==> config.mk <==
export PLATFORM = sky130hd
export DESIGN_NAME = systolic_feeder
export DESIGN_NICKNAME = d
export VERILOG_FILES = /design/src/rtl/systolic_feeder.sv
export SDC_FILE = /design/constraint.sdc
export NUM_CORES = 1
export LEC_CHECK = 0
export ABC_AREA = 1
export CORE_MARGIN = 2
export CORE_UTILIZATION = 50
export CTS_BUF_LIST = sky130_fd_sc_hd__clkbuf_8
export DETAILED_ROUTE_END_ITERATION = 10
export HOLD_SLACK_MARGIN = 0.06
export PLACE_DENSITY = 0.7
export SLEW_MARGIN = 20
export SYNTH_ARGS = -nofsm -noshare
export SYNTH_HDL_FRONTEND = slang
export SYNTH_SLANG_ARGS = --single-unit
==> constraint.sdc <==
create_clock -name clk -period 19.33 [get_ports clk]
set_clock_uncertainty 0.15 [all_clocks]
set_input_delay 3.866 -clock clk [delete_from_list [all_inputs] [get_ports clk]]
set_output_delay 3.866 -clock clk [all_outputs]
set_load 0.005 [all_outputs]
==> src/rtl/systolic_feeder.sv <==
// Operand feeder for a GRID_SIZE x GRID_SIZE systolic array: lane buffers loaded
// in IDLE, then streamed out with a diagonal skew and a zero drain tail.
module systolic_feeder #(
  parameter int NUM_SIZE  = 16,
  parameter int GRID_SIZE = 2,
  parameter int DEPTH     = 8,
  parameter int ADDR_LEN  = 3,
  localparam int LANE_W   = (GRID_SIZE > 1) ? $clog2(GRID_SIZE) : 1,
  localparam int BUS_W    = NUM_SIZE * GRID_SIZE
) (
  input  logic                clk,
  input  logic                rst,
  input  logic                wr_valid,
  output logic                wr_ready,
  input  logic                wr_sel,
  input  logic [LANE_W-1:0]   wr_lane,
  input  logic [ADDR_LEN-1:0] wr_addr,
  input  logic [NUM_SIZE-1:0] wr_data,
  input  logic                start,
  input  logic [ADDR_LEN:0]   k_len,
  output logic                busy,
  output logic                done,
  output logic                ce,
  output logic [BUS_W-1:0]    north_input,
  output logic [BUS_W-1:0]    west_input
);

  // state  | meaning
  // IDLE   | buffers writable, waiting for start
  // STREAM | ce high, one skewed column of operands per cycle
  // FIN    | one-cycle done pulse, then back to IDLE
  typedef enum logic [1:0] {IDLE, STREAM, FIN} state_t;

  localparam int STEP_W = ADDR_LEN + 2;
  localparam int KW     = ADDR_LEN + 1;
  localparam int SKEW   = 2 * (GRID_SIZE - 1);

  state_t              state_q, state_d;
  logic [STEP_W-1:0]   step_q, step_d;
  logic [KW-1:0]       k_q, k_d;
  logic                ce_q, ce_d;
  logic [BUS_W-1:0]    north_q, north_d;
  logic [BUS_W-1:0]    west_q, west_d;

  logic [NUM_SIZE-1:0] north_mem_q [GRID_SIZE][DEPTH];
  logic [NUM_SIZE-1:0] west_mem_q  [GRID_SIZE][DEPTH];

  logic                wr_en;
  logic [KW-1:0]       k_eff;
  logic [STEP_W-1:0]   last_step;
  logic                load;
  logic [STEP_W-1:0]   rd_step;
  logic [KW-1:0]       rd_k;
  logic [STEP_W-1:0]   diff;
  logic [ADDR_LEN-1:0] rd_addr;

  assign wr_ready  = (state_q == IDLE);
  assign wr_en     = wr_valid && wr_ready && (int'(wr_lane) < GRID_SIZE);
  assign k_eff     = (k_len > KW'(DEPTH)) ? KW'(DEPTH) : k_len;
  assign last_step = {1'b0, k_q} + STEP_W'(SKEW - 1);

  always_ff @(posedge clk or posedge rst) begin
    if (rst) begin
      for (int i = 0; i < GRID_SIZE; i++) begin
        for (int a = 0; a < DEPTH; a++) begin
          north_mem_q[i][a] <= '0;
          west_mem_q[i][a]  <= '0;
        end
      end
    end else if (wr_en) begin
      if (wr_sel) west_mem_q[wr_lane][wr_addr]  <= wr_data;
      else        north_mem_q[wr_lane][wr_addr] <= wr_data;
    end
  end

  always_comb begin
    state_d = state_q;
    step_d  = step_q;
    k_d     = k_q;
    ce_d    = 1'b0;
    north_d = '0;
    west_d  = '0;
    load    = 1'b0;
    rd_step = '0;
    rd_k    = k_q;
    diff    = '0;
    rd_addr = '0;

    case (state_q)
      IDLE: begin
        if (start) begin
          k_d    = k_eff;
          step_d = '0;
          if (k_eff == '0) begin
            state_d = FIN;
          end else begin
            state_d = STREAM;
            ce_d    = 1'b1;
            load    = 1'b1;
            rd_k    = k_eff;
          end
        end
      end
      STREAM: begin
        if (step_q == last_step) begin
          state_d = FIN;
          step_d  = '0;
        end else begin
          step_d  = step_q + 1'b1;
          ce_d    = 1'b1;
          load    = 1'b1;
          rd_step = step_q + 1'b1;
        end
      end
      FIN:     state_d = IDLE;
      default: state_d = IDLE;
    endcase

    // Output registers are loaded one cycle ahead; a write landing on the same
    // edge as start is forwarded so the first column sees the new entry.
    if (load) begin
      for (int i = 0; i < GRID_SIZE; i++) begin
        diff = rd_step - STEP_W'(i);
        if ((rd_step >= STEP_W'(i)) && (diff < {1'b0, rd_k})) begin
          rd_addr = diff[ADDR_LEN-1:0];
          if (wr_en && !wr_sel && (int'(wr_lane) == i) && (wr_addr == rd_addr))
            north_d[i*NUM_SIZE +: NUM_SIZE] = wr_data;
          else
            north_d[i*NUM_SIZE +: NUM_SIZE] = north_mem_q[i][rd_addr];
          if (wr_en && wr_sel && (int'(wr_lane) == i) && (wr_addr == rd_addr))
            west_d[i*NUM_SIZE +: NUM_SIZE] = wr_data;
          else
            west_d[i*NUM_SIZE +: NUM_SIZE] = west_mem_q[i][rd_addr];
        end
      end
    end
  end

  always_ff @(posedge clk or posedge rst) begin
    if (rst) begin
      state_q <= IDLE;
      step_q  <= '0;
      k_q     <= '0;
      ce_q    <= 1'b0;
      north_q <= '0;
      west_q  <= '0;
    end else begin
      state_q <= state_d;
      step_q  <= step_d;
      k_q     <= k_d;
      ce_q    <= ce_d;
      north_q <= north_d;
      west_q  <= west_d;
    end
  end

  assign ce          = ce_q;
  assign north_input = north_q;
  assign west_input  = west_q;
  assign busy        = (state_q != IDLE);
  assign done        = (state_q == FIN);

endmodule

## Word-level counts from Yosys, hierarchy flattened

Index checks and enable logic that the tools add are counted.

- Add/subtract/negate cells: 3
- Eq/ne operators: 7
- Reduce and logical (&&, ||, !) cells: 25
- Magnitude comparators: 11
- Bitwise operators: 6
- Muxes and demuxes: 44

Operators with widths:

| cell | count |
|---|---|
| $bwmux W256 | 2 |
| $mux W16 | 17 |
| $bmux W16 S3 | 4 |
| $demux W128 S1 | 1 |
| $mux W128 | 1 |
| $mux W32 | 2 |
| $demux W16 S3 | 1 |
| $mux W4 | 4 |
| $logic_and A1 B1 Y1 | 15 |
| $mux W5 | 3 |
| $ge A4 B4 Y1 const B | 3 |
| $not A3 Y4 | 3 |
| $ge A5 B1 Y1 const B | 2 |
| $lt A5 B4 Y1 | 2 |
| $pmux W5 S2 | 1 |
| $reduce_and A2 Y1 | 5 |
| $eq A3 B3 Y1 | 2 |
| $mux W2 | 3 |
| $add A4 B1 Y5 const B | 1 |
| $add A5 B1 Y5 const B | 1 |
| $eq A5 B5 Y1 | 1 |
| $sub A5 B1 Y5 const B | 1 |
| $gt A4 B4 Y1 const B | 1 |
| $logic_not A4 Y1 | 1 |
| 15 further kinds | 19 |

- Input port bits: 29
- Register bits: 588

## Logic depth before layout (Yosys ltp)

- Depth in word-level cells: 12
- Mapped depth: 30

## Least setup slack after synthesis

OpenSTA, ideal clock, no wires.

- Path type: input to register
- Start: input start
- End: register north_q[0] (netlist: north_input[0])
- Path buffers: 1
- Slack: 13738 ps
- Stages on the path: 13
- Data arrival time: 5373 ps
- Cell sequence: nand2_1 inv_1 nand2_1 a22oi_1 ha_1 nand2_1 inv_1 nand2_1 nand3_1 a21oi_2 buf_4 nand2_1 nor2_2

- Cells in the longest elaborated chain, start to end: 6
- Elaborated cells between the ends (all ways): 8
- Classes of those cells: order compare (1); mux (6); reduce/logical (1)

RTL lines:

| item | line | source |
|---|---|---|
| start, declared | 19 | `input logic start,` |
| $mux W4 | 91 | `if (start) begin` |
| $mux W4 | 89 | `case (state_q)` |
| $lt A5 B4 Y1 | 124 | `if ((rd_step >= STEP_W'(i)) && (diff < {1'b0, rd_k})) begin` |
| $logic_and A1 B1 Y1 | 124 |  |
| $mux W16 | 124 |  |
| $mux W32 (*) | 121 | `if (load) begin` |
| named net north_d[0] | 42 | `logic [BUS_W-1:0] north_q, north_d;` |
| end signal, assigned | 152 | `north_q <= north_d;` |
| end, declared | 42 |  |

Mark *: on every way through the listed nets, which the timed path passes. The rest lies on a longest branch.
A chain may end at the register's enable or synchronous reset.

## Worst setup path in the final report

- Start: register step_q[0]
- End: register north_q[18] (netlist: north_input[18])

- Cells in the longest elaborated chain, start to end: 11
- Elaborated cells between the ends (all ways): 19
- Classes of those cells: add/sub (2); order compare (2); eq/ne (2); mux (10); bitwise (1); reduce/logical (2)

RTL lines:

| item | line | source |
|---|---|---|
| start, declared | 39 | `logic [STEP_W-1:0] step_q, step_d;` |
| start signal, assigned | 149 | `step_q <= step_d;` |
| $add A5 B1 Y5 or $eq A5 B5 Y1 (tied branches) | 112, 105 |  |
| $mux W5 | 105 | `if (step_q == last_step) begin` |
| $mux W5 | 89 |  |
| $sub A5 B1 Y5 | 123 | `diff = rd_step - STEP_W'(i);` |
| $not A3 Y4 (implied by the code) | 129 | `north_d[i*NUM_SIZE +: NUM_SIZE] = north_mem_q[i][rd_addr];` |
| $bmux W16 S3 | 129 |  |
| $mux W16 (implied by the code) (2 in series) | 129 |  |
| $mux W16 | 126 | `if (wr_en && !wr_sel && (int'(wr_lane) == i) && (wr_addr == rd_addr))` |
| $mux W16 | 124 |  |
| $mux W32 (*) | 121 |  |
| named net north_d[18] | 42 |  |

Mark *: on every way through the listed nets, which the timed path passes. The rest lies on a longest branch. The select of a mux whose other input is x is not followed.

==> reports/results.md <==
Worst hold path
• **Worst Hold Launch** north_mem_q[221]$_DFFE_PP0P_
• **worst hold path stage count** 2
• **Hold/Removal Path Class** reg -> reg

Route
• **antenna violation net count after detailed routing** 0
• **final routed wire length divided by cell count** 19.16 um
• **average via count per standard cell** 5.756
• **first-iteration detailed-routing DRC count** 2795
• **detailed-route via count** 24387
• **post-detailed-routing wire length** 81180 um
• **count of unresolved DRC violations after routing** 0
• **number of detailed-route iterations in the first pass** 6

Logic synthesis
• **Unique masters post-synth** 40
• **number of flip-flops and latches in the synthesized netlist** 588
• **fraction of synthesis flops using an asynchronous set or reset pin** 100.0%
• **cells taking the most area after synthesis** sky130_fd_sc_hd__dfrtp_1 52%, sky130_fd_sc_hd__nand2_1 14%, sky130_fd_sc_hd__o21ai_0 9.0%, sky130_fd_sc_hd__nand3_1 6.6%, sky130_fd_sc_hd__nand4_1 5.4%
• **mean cell area of the mapped netlist** 8.027 sq um
• **Syn. warnings** 0
• **top cell type by total area after synthesis** sky130_fd_sc_hd__dfrtp_1
• **cell area after synthesis** 28080 sq um
• **Mapped Nets** 3537
• **cell count after synthesis** 3498
• **Seq/Total Area, Yosys** 52.41%
• **most common flop cell mapped by yosys** sky130_fd_sc_hd__dfrtp_1
• **number of enable flip-flop cells after synthesis** 0
• **area fraction of the dominant cell type after synthesis** 52.41%

Global route
• **maximum number of pins on one net before global-route repair** 182
• **GRT Total Usage** 28.51%
• **via count of the first global-routing pass** 22882
• **wire length of the first global-routing pass** 129500 um
• **overall overflow remaining after global route** 0
• **number of antenna violations at the first check in global routing** 3

Floorplan
• **Core Box Area** 55310 sq um
• **number of top-level pins** 97
• **Die Ht** 241.0 um
• **Core Rows** 86
• **die outline area** 58070 sq um
• **initial standard-cell utilization of the core** 50.76%
• **Die Wd** 241.0 um

STA
• **Final Max Tran Viols** 0
• **endpoints failing hold** 0
• **setup TNS** 0 ps
• **RSZ-0062 raised after global routing** false
• **final setup violation count** 0
• **highest clock frequency the design can meet** 138.2 MHz
• **transition time at the pin with the least slew margin** 1167 ps
• **Rel. slew slack** 22.23%
• **shortest clock period the worst path allows after layout** 7234 ps
• **crit share post-route** 37.43%
• **post-route worst setup slack** 12100 ps

Pwr
• **share of total power in the clock network** 21.0%
• **Cell Pwr Density** 173.7 nW/um^2
• **internal power consumption** 2.943 mW
• **reported leakage power** 14.27 nW
• **proportion of power drawn by flip-flops and latches** 32.5%
• **Switching Share** 45.11%
• **largest vdd supply drop** 171.6 uV
• **combinational power share** 46.5%
• **switching component of the power** 2.419 mW

Clock network
• **number of buffers created by CTS** 101
• **CTS tree** yes
• **Worst-Skew Late Latency** 700 ps
• **number of cells upsized or downsized after cts** 0
• **number of hold-repair buffers added at the cts stage** 0
• **number of H-tree branching levels** 3
• **clock-pin slew on the worst setup and hold paths** 60 ps
• **maximum count of clock buffers along a single path** 3
• **post-CTS setup buffer count** 0
• **number of clock sinks** 588
• **root cell of the clock tree** sky130_fd_sc_hd__clkbuf_8

Critical path
• **critical path launch point type** register
• **Crit Path Class** reg -> reg
• **data arrival time of the critical path** 7660 ps
• **Critical Path Start** step_q[0]$_DFFE_PP0P_
• **maximum net fanout on the critical path** 90
• **Critical Path Sink Type** register
• **critical path required time** 19750 ps
• **count of cells along the worst register-to-register path** 21
• **beginning of the worst register-to-register path** step_q[0]$_DFFE_PP0P_

Final layout
• **net count of the finished layout** 3448
• **most common cell after layout, fill and taps aside** sky130_fd_sc_hd__nand2_1
• **layout filler cell count** 5184
• **share of post-route cells with drive strength above 1** 7.397%
• **area growth from synthesis to layout** 9.942%
• **commonest cells after routing, fill and taps aside** 1058 x sky130_fd_sc_hd__nand2_1, 588 x sky130_fd_sc_hd__dfrtp_1, 506 x sky130_fd_sc_hd__o21ai_0

Placed design
• **final estimated routing congestion in global placement** 0.7975
• **half-perimeter wire length after detailed placement** 42330 um
• **worst setup slack before clock tree synthesis** 11300 ps
• **count of buffers from port buffering** 96

Run
• **max cap viols** 0

Run status
• **status** finished, final reports clean

-- critical path: stages (launching register included) --
cell and delay [ps]:
sky130_fd_sc_hd__dfrtp_1 450, sky130_fd_sc_hd__clkinv_4 470, sky130_fd_sc_hd__nand2_1 100, sky130_fd_sc_hd__nand2_1 80, sky130_fd_sc_hd__nand3_1 80, sky130_fd_sc_hd__nor2_1 280
sky130_fd_sc_hd__nand2_8 450, sky130_fd_sc_hd__nand3_4 630, sky130_fd_sc_hd__buf_4 700, sky130_fd_sc_hd__inv_2 540, sky130_fd_sc_hd__ha_2 490, sky130_fd_sc_hd__buf_4 720
sky130_fd_sc_hd__ha_1 380, sky130_fd_sc_hd__nand2_1 60, sky130_fd_sc_hd__inv_1 30, sky130_fd_sc_hd__nand2_1 50, sky130_fd_sc_hd__nand2_1 50, sky130_fd_sc_hd__nand2_1 50
sky130_fd_sc_hd__nand2_1 70, sky130_fd_sc_hd__nor2_4 710, sky130_fd_sc_hd__nand2_1 120, sky130_fd_sc_hd__nor2_1 310
-- worst paths after layout --
path	to	slack, ps
setup / recovery	north_input[18]$_DFF_PP0_	12100
hold / removal	north_mem_q[221]$_DFFE_PP0P_	330
setup reg to reg	north_input[18]$_DFF_PP0_	12100
hold reg to reg	north_mem_q[221]$_DFFE_PP0P_	330
max in group asynchronous	north_mem_q[10]$_DFFE_PP0P_	12130
min in group asynchronous	west_input[4]$_DFF_PP0_	3580
-- logic make-up (layout without fill, tap and decap cells) --
family	after synthesis	in the layout	synth area share, %
fa+ha+maj	10	10	0.4456
flops	588	588	52.41
buf+inv	483	473	7.402
compound gates	557	557	9.991
simple gates	1856	1856	29.60
xor+xnor	4	4	0.1515
other cells	0	1	0
-- registers in the layout (all words and copies together), names as in the netlist --
register and flops:
west_mem_q 256, state_q 2, step_q 5, north_input 32, ce 1, west_input 32, k_q 4, north_mem_q 256
-- power groups by stage --
stage,combinational [mW],clock (mW),sequential [mW]
after global routing,2.76,1.20,1.78
after global placement,2.43,0,1.75
after floorplan,1.82,0,1.73
after detailed placement,2.46,0,1.75
final,2.49,1.13,1.74
after CTS,2.47,1.14,1.74
-- layout make-up --
class	count	area [sq um]	area share, %
flip-flops and latches	588	14710	47.67
diodes	1	2.502	0.008107
inverters	170	666.9	2.160
well taps	748	935.9	3.032
clock inverters	54	262.8	0.8512
clock buffers	128	1762	5.707
repair buffers	121	1186	3.843
multi-input cells	2427	11340	36.73
-- per-layer routing --
metal	wire (um)	global-route usage (%)	part of all wire, %
met5	20	0	0.025
met3	6392	5.204	7.9
met1	35020	40.09	43
met4	3074	12.78	3.8
met2	36670	43.23	45
-- cell usage after synthesis (14+ instances only) --
cell type and n:
sky130_fd_sc_hd__buf_1 28, sky130_fd_sc_hd__buf_4 16, sky130_fd_sc_hd__nor2_1 114, sky130_fd_sc_hd__dfrtp_1 588, sky130_fd_sc_hd__buf_6 14, sky130_fd_sc_hd__buf_2 64, sky130_fd_sc_hd__nand3_1 369, sky130_fd_sc_hd__nand2_1 1066
sky130_fd_sc_hd__nor2_2 28, sky130_fd_sc_hd__clkinv_2 16, sky130_fd_sc_hd__a21oi_1 31, sky130_fd_sc_hd__inv_1 145, sky130_fd_sc_hd__clkbuf_1 191, sky130_fd_sc_hd__nand4_1 243, sky130_fd_sc_hd__o21ai_0 506
-- per-stage QoR --
| stage | instances | total power, mW | hold WS [ps] | util (%) | area [sq um] |
|---|---|---|---|---|---|
| 3_5_place_dp | 4054 | 4.217 | 322.5 | 52.10 | 28820 |
| 4_1_cts | 4236 | 5.346 | 336.7 | 55.76 | 30840 |
| 5_1_grt | 4236 | 5.742 | 351.2 | 55.81 | 30870 |
| 6_report | 4237 | 5.362 | 333.0 | 55.81 | 30870 |
| 2_1_floorplan | 3498 | 3.541 | 303.0 | - | 28080 |
| 3_3_place_gp | 4054 | 4.178 | 314.9 | 52.10 | 28820 |
No activity file was read; power rests on OpenSTA's default activity.
